--- src/rtl/otter_div_unit_if.sv ---
// ----------------------------------------------------------------------------
// otter_div_unit_if
//   Handshake and operand bundle between the OTTER execute stage and the
//   iterative divide/remainder unit.
//
//   START   launch request (accepted only while the unit is idle)
//   FLUSH   abort any in-flight operation
//   FUNCT3  func3[1:0]: 00 div, 01 divu, 10 rem, 11 remu
//   SRC_A   dividend
//   SRC_B   divisor
//   BUSY    operation iterating
//   DONE    one-cycle pulse, RESULT valid
//   RESULT  quotient or remainder, held until the next completed operation
//
//   master: execute stage / hazard unit side (drives requests)
//   slave : divide unit side
// ----------------------------------------------------------------------------
interface otter_div_unit_if #(
    parameter int WIDTH = 32
);
    logic             START;
    logic             FLUSH;
    logic [1:0]       FUNCT3;
    logic [WIDTH-1:0] SRC_A;
    logic [WIDTH-1:0] SRC_B;
    logic             BUSY;
    logic             DONE;
    logic [WIDTH-1:0] RESULT;

    modport master (
        output START, FLUSH, FUNCT3, SRC_A, SRC_B,
        input  BUSY, DONE, RESULT
    );

    modport slave (
        input  START, FLUSH, FUNCT3, SRC_A, SRC_B,
        output BUSY, DONE, RESULT
    );
endinterface

--- src/rtl/otter_div_unit.sv ---
// ----------------------------------------------------------------------------
// otter_div_unit
//   Iterative RV32M divide/remainder unit sitting beside the ALU. Restoring
//   shift-subtract on operand magnitudes, one quotient bit per cycle; signs
//   are fixed up when the result is written. Division by zero and signed
//   MIN_INT / -1 bypass the iteration and finish one cycle after START.
//
//   Ports:
//     CLK  clock, all state changes on the rising edge
//     RST  synchronous active-high reset (clears state and datapath)
//     dif  otter_div_unit_if.slave: START/FLUSH/FUNCT3/SRC_A/SRC_B in,
//          BUSY/DONE/RESULT out
//
//   Latency (START sampled at edge 0): DONE in cycle WIDTH+1 on the normal
//   path, cycle 1 on the special path.
// ----------------------------------------------------------------------------
module otter_div_unit #(
    parameter int WIDTH = 32
) (
    input  logic             CLK,
    input  logic             RST,
    otter_div_unit_if.slave  dif
);

    localparam int CNT_W = $clog2(WIDTH + 1);
    localparam logic [WIDTH-1:0] MIN_INT = {1'b1, {(WIDTH-1){1'b0}}};

    typedef enum logic [1:0] {
        ST_IDLE = 2'd0,
        ST_RUN  = 2'd1,
        ST_FIN  = 2'd2
    } state_t;

    state_t state, state_nxt;

    logic [CNT_W-1:0] count;
    logic             op_rem;       // latched FUNCT3[1]: remainder requested
    logic             neg_q;        // quotient must be negated
    logic             neg_r;        // remainder must be negated
    logic [WIDTH-1:0] divisor;      // |divisor|
    logic [WIDTH-1:0] quo;          // dividend magnitude shifting out, quotient in
    logic [WIDTH-1:0] rem;          // partial remainder
    logic [WIDTH-1:0] result;
    logic [WIDTH-1:0] result_prev;  // value to restore if FIN is flushed

    function automatic logic [WIDTH-1:0] apply_sign(input logic [WIDTH-1:0] mag,
                                                    input logic             neg);
        return neg ? (~mag + 1'b1) : mag;
    endfunction

    // ---- launch decode (operands as presented in IDLE) ----
    logic             in_signed;
    logic             a_neg;
    logic             b_neg;
    logic [WIDTH-1:0] a_mag;
    logic [WIDTH-1:0] b_mag;
    logic             div_zero;
    logic             overflow;
    logic             special;
    logic [WIDTH-1:0] special_res;
    logic             accept;

    assign in_signed = ~dif.FUNCT3[0];
    assign a_neg     = in_signed & dif.SRC_A[WIDTH-1];
    assign b_neg     = in_signed & dif.SRC_B[WIDTH-1];
    assign a_mag     = apply_sign(dif.SRC_A, a_neg);
    assign b_mag     = apply_sign(dif.SRC_B, b_neg);
    assign div_zero  = (dif.SRC_B == '0);
    assign overflow  = in_signed && (dif.SRC_A == MIN_INT) && (dif.SRC_B == '1);
    assign special   = div_zero | overflow;
    // x/0: quotient all-ones, remainder = dividend.
    // MIN_INT/-1: quotient = MIN_INT (the dividend itself), remainder 0.
    assign special_res = div_zero ? (dif.FUNCT3[1] ? dif.SRC_A : '1)
                                  : (dif.FUNCT3[1] ? '0 : dif.SRC_A);
    assign accept    = (state == ST_IDLE) && dif.START && !dif.FLUSH;

    // ---- one restoring iteration ----
    logic [WIDTH:0]   rem_sh;
    logic [WIDTH:0]   diff;
    logic             fits;
    logic [WIDTH-1:0] rem_nxt;
    logic [WIDTH-1:0] quo_nxt;
    logic             last_iter;
    logic [WIDTH-1:0] final_res;

    assign rem_sh    = {rem, quo[WIDTH-1]};
    assign diff      = rem_sh - {1'b0, divisor};
    assign fits      = ~diff[WIDTH];
    // Either branch is below the divisor, so the top bit is always zero here.
    assign rem_nxt   = fits ? diff[WIDTH-1:0] : rem_sh[WIDTH-1:0];
    assign quo_nxt   = {quo[WIDTH-2:0], fits};
    assign last_iter = (count == CNT_W'(WIDTH - 1));
    assign final_res = op_rem ? apply_sign(rem_nxt, neg_r) : apply_sign(quo_nxt, neg_q);

    // ---- state register ----
    always_ff @(posedge CLK) begin
        if (RST) state <= ST_IDLE;
        else     state <= state_nxt;
    end

    // ---- next-state logic ----
    always_comb begin
        state_nxt = state;
        unique case (state)
            ST_IDLE: if (accept) state_nxt = special ? ST_FIN : ST_RUN;
            ST_RUN: begin
                if (dif.FLUSH)      state_nxt = ST_IDLE;
                else if (last_iter) state_nxt = ST_FIN;
            end
            ST_FIN:  state_nxt = ST_IDLE;
            default: state_nxt = ST_IDLE;
        endcase
    end

    // ---- outputs ----
    always_comb begin
        dif.BUSY   = (state == ST_RUN);
        dif.DONE   = (state == ST_FIN) && !dif.FLUSH;
        dif.RESULT = result;
    end

    // ---- datapath ----
    always_ff @(posedge CLK) begin
        if (RST) begin
            count       <= '0;
            op_rem      <= 1'b0;
            neg_q       <= 1'b0;
            neg_r       <= 1'b0;
            divisor     <= '0;
            quo         <= '0;
            rem         <= '0;
            result      <= '0;
            result_prev <= '0;
        end else begin
            unique case (state)
                ST_IDLE: begin
                    if (accept) begin
                        op_rem  <= dif.FUNCT3[1];
                        neg_q   <= a_neg ^ b_neg;
                        neg_r   <= a_neg;
                        divisor <= b_mag;
                        quo     <= a_mag;
                        rem     <= '0;
                        count   <= '0;
                        if (special) begin
                            result_prev <= result;
                            result      <= special_res;
                        end
                    end
                end
                ST_RUN: begin
                    if (!dif.FLUSH) begin
                        rem   <= rem_nxt;
                        quo   <= quo_nxt;
                        count <= count + 1'b1;
                        if (last_iter) begin
                            result_prev <= result;
                            result      <= final_res;
                        end
                    end
                end
                ST_FIN: begin
                    // A flush in the DONE cycle cancels the op: roll RESULT back.
                    if (dif.FLUSH) result <= result_prev;
                end
                default: ;
            endcase
        end
    end

endmodule
--- src/flat_wrapper.sv ---
// flat-port wrapper written by rule: the top's interface ports become plain ports
module otter_div_unit_flat 
#(
    parameter int WIDTH = 32
)
  (CLK, RST, dif_START, dif_FLUSH, dif_FUNCT3, dif_SRC_A, dif_SRC_B, dif_BUSY, dif_DONE, dif_RESULT);
  otter_div_unit_if #(.WIDTH(WIDTH)) dif_i ();
  input  logic CLK;
  input  logic RST;
  input wire logic [$bits(dif_i.START)-1:0] dif_START;
  input wire logic [$bits(dif_i.FLUSH)-1:0] dif_FLUSH;
  input wire logic [$bits(dif_i.FUNCT3)-1:0] dif_FUNCT3;
  input wire logic [$bits(dif_i.SRC_A)-1:0] dif_SRC_A;
  input wire logic [$bits(dif_i.SRC_B)-1:0] dif_SRC_B;
  output wire logic [$bits(dif_i.BUSY)-1:0] dif_BUSY;
  output wire logic [$bits(dif_i.DONE)-1:0] dif_DONE;
  output wire logic [$bits(dif_i.RESULT)-1:0] dif_RESULT;
  assign dif_i.START = dif_START;
  assign dif_i.FLUSH = dif_FLUSH;
  assign dif_i.FUNCT3 = dif_FUNCT3;
  assign dif_i.SRC_A = dif_SRC_A;
  assign dif_i.SRC_B = dif_SRC_B;
  assign dif_BUSY = dif_i.BUSY;
  assign dif_DONE = dif_i.DONE;
  assign dif_RESULT = dif_i.RESULT;
  otter_div_unit #(.WIDTH(WIDTH)) u_core (.CLK(CLK), .RST(RST), .dif(dif_i));
endmodule
--- config.mk ---
export PLATFORM = sky130hd
export DESIGN_NAME = otter_div_unit_flat
export DESIGN_NICKNAME = d
export VERILOG_FILES = /design/src/rtl/otter_div_unit_if.sv /design/src/rtl/otter_div_unit.sv /design/src/flat_wrapper.sv
export SDC_FILE = /design/constraint.sdc
export NUM_CORES = 1
export LEC_CHECK = 0
export CELL_PAD_IN_SITES_DETAIL_PLACEMENT = 1
export CELL_PAD_IN_SITES_GLOBAL_PLACEMENT = 1
export CORE_ASPECT_RATIO = 1.1
export CORE_MARGIN = 3
export CORE_UTILIZATION = 44
export CTS_CLUSTER_SIZE = 25
export DETAILED_ROUTE_END_ITERATION = 10
export PLACE_DENSITY = 0.8
export SLEW_MARGIN = 40
export SYNTH_ARGS = -nofsm -noshare
export SYNTH_HDL_FRONTEND = slang
export SYNTH_SLANG_ARGS = --single-unit
--- constraint.sdc ---
create_clock -name CLK -period 6 [get_ports CLK]
set_input_delay 1.2 -clock CLK [delete_from_list [all_inputs] [get_ports CLK]]
set_output_delay 1.2 -clock CLK [all_outputs]
set_load 0.01 [all_outputs]
* Word level (Yosys, flattened, before mapping)
Cells that the tools add are included. Widths: inputs -> output; s select.
Cells by class: add/subtract/negate cells 6, bitwise logic cells 10, reductions and logical operators 15, mux-type cells 34, equality and inequality tests 11
Operators with widths (count):
- $mux 32 | 22
- $pmux 32 s2 | 3
- $add 32x1->32 const B | 4
- $not 32->32 | 4
- $pmux 32 s3 | 1
- $eq 32x32->1 const B | 2
- $sub 33x32->33 | 1
- $logic_not 32->1 | 1
- $mux 6 | 2
- $pmux 6 s2 | 1
- $mux 2 | 4
- $add 6x1->6 const B | 1
- $eq 6x5->1 const B | 1
- $ne 2x1->1 const B | 3
- $reduce_and 6->1 | 1
- $logic_and 1x1->1 | 5
- $reduce_and 5->1 | 1
- $ne 2x2->1 const B | 2
- $pmux 2 s2 | 1
- $reduce_and 2->1 | 2
- $ne 3x2->1 const B | 1
- $reduce_and 3->1 | 1
- $reduce_bool 3->1 | 1
- $and 1x1->1 | 2
- other kinds (8) | 9
Word-level totals: input bits 70, output and inout port bits 34, logic and storage cells 86, flip-flop bits (word level) 171

* Depth between registers and ports, before layout
depth in word-level cells 9, mapped depth 24

* Worst setup path before layout
Ideal clock, no wire load.
path kind reg2reg, start register u_core.quo[31], end register u_core.result[30], in the netlist u_core.dif.RESULT[30], period minus slack after synthesis 5.235 ns, cell stages (with the launch flop) 25, data arrival time 5.097 ns, required time 5.862 ns, slack 0.765 ns, cells stage by stage dfxtp_1 -> inv_1 -> ha_1 -> fa_1 -> nand2b_2 -> a211oi_2 -> o21bai_1 -> a211o_1 -> a21oi_4 -> o31ai_2 -> nand2_4 -> buf_6 -> buf_2 -> buf_1 -> nand2_1 -> o21ai_0 -> ha_1 -> nand3_1 -> or4_1 -> nor3_1 -> a31oi_1 -> or3_1 -> o31ai_1 -> xor2_1 -> a31oi_1
Between the ends: cells in the longest elaborated chain, start to end 9, elaborated cells on any way between the ends 13
RTL lines:
- from (decl) | line otter_div_unit.sv:41 | logic [WIDTH-1:0] quo;
- from (signal assigned) | line otter_div_unit.sv:142 | quo <= a_mag;
- from (signal assigned) | line otter_div_unit.sv:154 | quo <= quo_nxt;
- $sub 33x32->33 | line otter_div_unit.sv:87 | assign diff = rem_sh - {1'b0, divisor};
- $mux 32 or $not 1->1 (tied branches) | line otter_div_unit.sv:90, otter_div_unit.sv:88
- $not 32->32 | line otter_div_unit.sv:48 | return neg ? (~mag + 1'b1) : mag;
- $add 32x1->32 | line otter_div_unit.sv:48
- $mux 32 | line otter_div_unit.sv:48
- $mux 32 * | line otter_div_unit.sv:93 | assign final_res = op_rem ? apply_sign(rem_nxt, neg_r) : apply_sign(quo_nxt, neg_q);
- $mux 32 * | line otter_div_unit.sv:156 | if (last_iter) begin
- $mux 32 * | line otter_div_unit.sv:152 | if (!dif.FLUSH) begin
- $pmux 32 s3 * | line otter_div_unit.sv:135 | unique case (state)
- to (signal assigned) | line otter_div_unit.sv:147 | result <= special_res;
- to (signal assigned) | line otter_div_unit.sv:158 | result <= final_res;
- to (signal assigned) | line otter_div_unit.sv:164 | if (dif.FLUSH) result <= result_prev;
- to (decl) | line otter_div_unit.sv:43 | logic [WIDTH-1:0] result;
Mark *: on every way between the ends. The rest lies on a longest branch, timed or not. The select of a mux whose other input is x is not followed. A chain may end at the register's enable or synchronous reset.

* Worst setup path after layout
Ends and elaborated chain as after synthesis.

==> reports/results.tsv <==
metric	value	unit
status	complete, no violations	
ratio of cells with drive above 1 in the final layout	5.56	%
die height	188	um
max cap viols	0	
mux contribution to synthesized area	2.26	%
Post-Layout Cell Count	2261	
clk_lat worst skew	450	ps
Post-Syn Area	13300	um^2
minimum clock period	5370	ps
final number of setup-violating endpoints	0	
total CTS buffers	17	
synth unique cells	94	
Slew HR	42.0	%
main combinational cell family by area after synthesis	compound AO/OA/AOI/OAI gates	
post-CTS setup buffers	0	
YS warnings	0	
prevailing post-synth register cell	dfxtp_1	
Design Area, Final	15100	um^2
FP Rows	66	
DP Wirelength	39400	um
Placer Congestion	0.953	
Net Count, Synth	1973	
syn avg cell area	7.15	um^2
Critical Path Sink Type	flop	
dpl cells	2229	
crit path launch type	flop	
setup TNS	0	ps
f_max	186	MHz
initial antenna violation count	1	
first-pass GRT wire length	81200	um
Synth Area in Compound Gates	26.7	%
Global Route Usage Sum	31.9	%
total core area	29600	um^2
worst setup path end	u_core.dif.RESULT[30]$_SDFFE_PP0P_	
Yosys reg bits	171	
Post-Synth Adder-Cell Area	4.10	%
CTS Root Cell	clkbuf_16	
leakage	5.31	nW
Reg2Reg Depth	20	
Hold Vio Cnt, Final	0	
Initial DRC Count	1114	
fin util	50.8	%
Sw Pwr	1.72	mW
die width	172	um
Nets	1987	
Seq pwr share	32.5	%
vias in the first global route	14400	
port bufs	103	
Area growth, synth to finish	13.2	%
post-layout power	4.09	mW
gr ovfl total	0	
final worst setup slack	630	ps
Total Wirelength	52300	um
H-tree depth	4	
post-route ant nets	0	
DR vias	14200	
most common cell after layout, fill and taps aside	nand2_1	
clock share of power	29.7	%
Synth Area in Simple Gates	26.3	%
vias per cell	6.29	
Switching Fraction	42.1	%
# diodes	0	
wire length per cell	23.1	um
IO Pins	104	
Post-synth EDFFs	0	
XOR/XNOR share of the synthesized area	8.63	%
die area	32400	um^2
sequential share of the synthesized area	25.7	%
Placed Area	14400	um^2
Final period util	89.5	%
Max Slew Vio Count	0	
clk sinks	171	
total iterations of the first detailed-routing run	5	
crit path from	u_core.quo[31]$_SDFFE_PP0P_	
DRC	0	
post-synthesis async set-or-reset flop share	0	%
Max VDD drop	0.174	mV
largest net degree at the start of global routing	66	
Cell Pwr Density	272	nW/um^2
Int Pwr	2.37	mW
final hold slack	458	ps
# resized after CTS	0	
Fillers	3737	
Clock Skews	19.5	ps
CP required	6320	ps
RR Endpoint	u_core.dif.RESULT[30]$_SDFFE_PP0P_	
Worst Path Max Fanout	7	
Logic pwr share	37.8	%
hold crit path type	flop to flop	
Clock Pin Slew Worst Setup and Hold Paths	90	ps
Worst Setup Path Type	flop to flop	
worst slew pin tran	865	ps
WP data arrival	5690	ps
Starting Density	44.9	%
CTS tree	built	
RSZ-0062 raised after global routing	no	
Hold Buf Count CTS	0	
Post-Place Setup Slack	552	ps
commonest cells after routing, fill and taps aside	nand2_1 (269), nor2_1 (210), dfxtp_1 (170), a21oi_1 (169), clkdlybuf4s50_1 (102)	
Syn Inst Count	1860	
Max clock buf depth	2	
RR Startpoint	u_core.quo[31]$_SDFFE_PP0P_	
reg2reg setup slack	630	ps
## per-layer routing
layer	share of wire (%)	track usage, %	wire [um]	vias to the layer above
li1	-	-	-	6732
met1	41	39.3	21600	6990
met2	48	53.3	25000	397
met3	4.4	4.07	2330	104
met4	6.4	18.2	3350	2
met5	0.021	0	11	-
## state kept, by name, summed over array words and instances, names as in the netlist
signal              cells
u_core.quo             32
u_core.op_rem           1
u_core.result_prev     32
u_core.state            2
u_core.rem             32
u_core.dif.RESULT      32
u_core.neg_q            1
u_core.neg_r            1
u_core.count            6
u_core.divisor         32
## power groups by stage
| stage | combinational [mW] | clock, mW | sequential [mW] |
|---|---|---|---|
| detailed placement | 1.52 | 0 | 1.35 |
| global route | 1.69 | 1.27 | 1.34 |
| floorplan | 0.995 | 0 | 1.33 |
| finish | 1.55 | 1.21 | 1.33 |
| global placement | 1.49 | 0 | 1.35 |
| CTS | 1.54 | 1.22 | 1.33 |
## critical path, stage by stage (launching register included)
cell and delay, ps:
dfxtp_1 370, inv_1 80, ha_1 230, fa_1 400
nand2b_2 220, a211oi_2 360, o21bai_1 150, a211o_1 370
a21oi_4 230, a2111o_2 180, nand2_4 80, o21ai_0 350
ha_1 330, nand3_1 120, or4_1 410, nor3_1 180
a31oi_1 160, or3_1 400, o31ai_1 300, xor2_1 240
a31oi_1 100
## cells by family (layout without fill, tap and decap cells)
logic type,count (synthesis),after routing
XOR/XNOR,131,131
buffers and inverters,189,216
AND/OR/NAND/NOR,757,757
AO/OA/AOI/OAI,540,540
multiplexers,29,29
flip-flops,171,171
adder cells (fa/ha/maj),43,43
## how the worst min path moves through the flow
stage / from / end / cells after the start / slack (ps)
2_1_floorplan: u_core.result_prev[0]$_SDFFE_PP0P_ / u_core.result_prev[0]$_SDFFE_PP0P_ / 2 / 430
3_3_place_gp: u_core.result_prev[17]$_SDFFE_PP0P_ / u_core.result_prev[17]$_SDFFE_PP0P_ / 2 / 440
3_5_place_dp: u_core.result_prev[27]$_SDFFE_PP0P_ / u_core.result_prev[27]$_SDFFE_PP0P_ / 2 / 450
4_1_cts: u_core.result_prev[27]$_SDFFE_PP0P_ / u_core.result_prev[27]$_SDFFE_PP0P_ / 2 / 460
5_1_grt: u_core.result_prev[19]$_SDFFE_PP0P_ / u_core.result_prev[19]$_SDFFE_PP0P_ / 2 / 480
6_report: u_core.result_prev[27]$_SDFFE_PP0P_ / u_core.result_prev[27]$_SDFFE_PP0P_ / 2 / 460
## area by class of cell
type | count | area, um^2 | area share (%)
timing repair buffer | 128 | 1220 | 8.08
clock buffer | 17 | 425 | 2.83
multi-input combinational | 1500 | 9090 | 60.4
sequential | 171 | 3420 | 22.7
tap | 374 | 468 | 3.11
inverter | 56 | 215 | 1.43
clock inverter | 15 | 220 | 1.46
## synth_stat cells (all sizes together) (6+ instances only)
| master | n | area [um^2] |
|---|---|---|
| nor3b | 7 | 52.6 |
| a221oi | 13 | 114 |
| o21a | 10 | 75.1 |
| ha | 42 | 526 |
| clkbuf | 104 | 442 |
| a311oi | 12 | 105 |
| a22oi | 25 | 188 |
| nand4 | 28 | 190 |
| a21oi | 173 | 888 |
| nor2 | 215 | 810 |
| o22ai | 6 | 37.5 |
| o211ai | 13 | 103 |
| dfxtp | 171 | 3420 |
| or3 | 22 | 139 |
| o31ai | 27 | 208 |
| xnor2 | 74 | 648 |
| nor3 | 51 | 267 |
| xor2 | 57 | 499 |
| buf | 29 | 183 |
| nor4 | 22 | 144 |
| and3 | 16 | 100 |
| nand2 | 271 | 1030 |
| and2 | 11 | 68.8 |
| o21ai | 95 | 475 |
| a31oi | 37 | 246 |
| a211oi | 40 | 305 |
| a21o | 7 | 52.6 |
| or4 | 13 | 103 |
| nand3 | 58 | 290 |
| mux2 | 8 | 90.1 |
| nand2b | 11 | 71.3 |
| inv | 54 | 203 |
| nor2b | 14 | 87.6 |
| o21bai | 6 | 45.0 |
| mux2i | 21 | 210 |
| a221o | 9 | 90.1 |
| o41ai | 23 | 209 |
| a211o | 13 | 115 |
No activity file was read; power rests on OpenSTA's default activity.
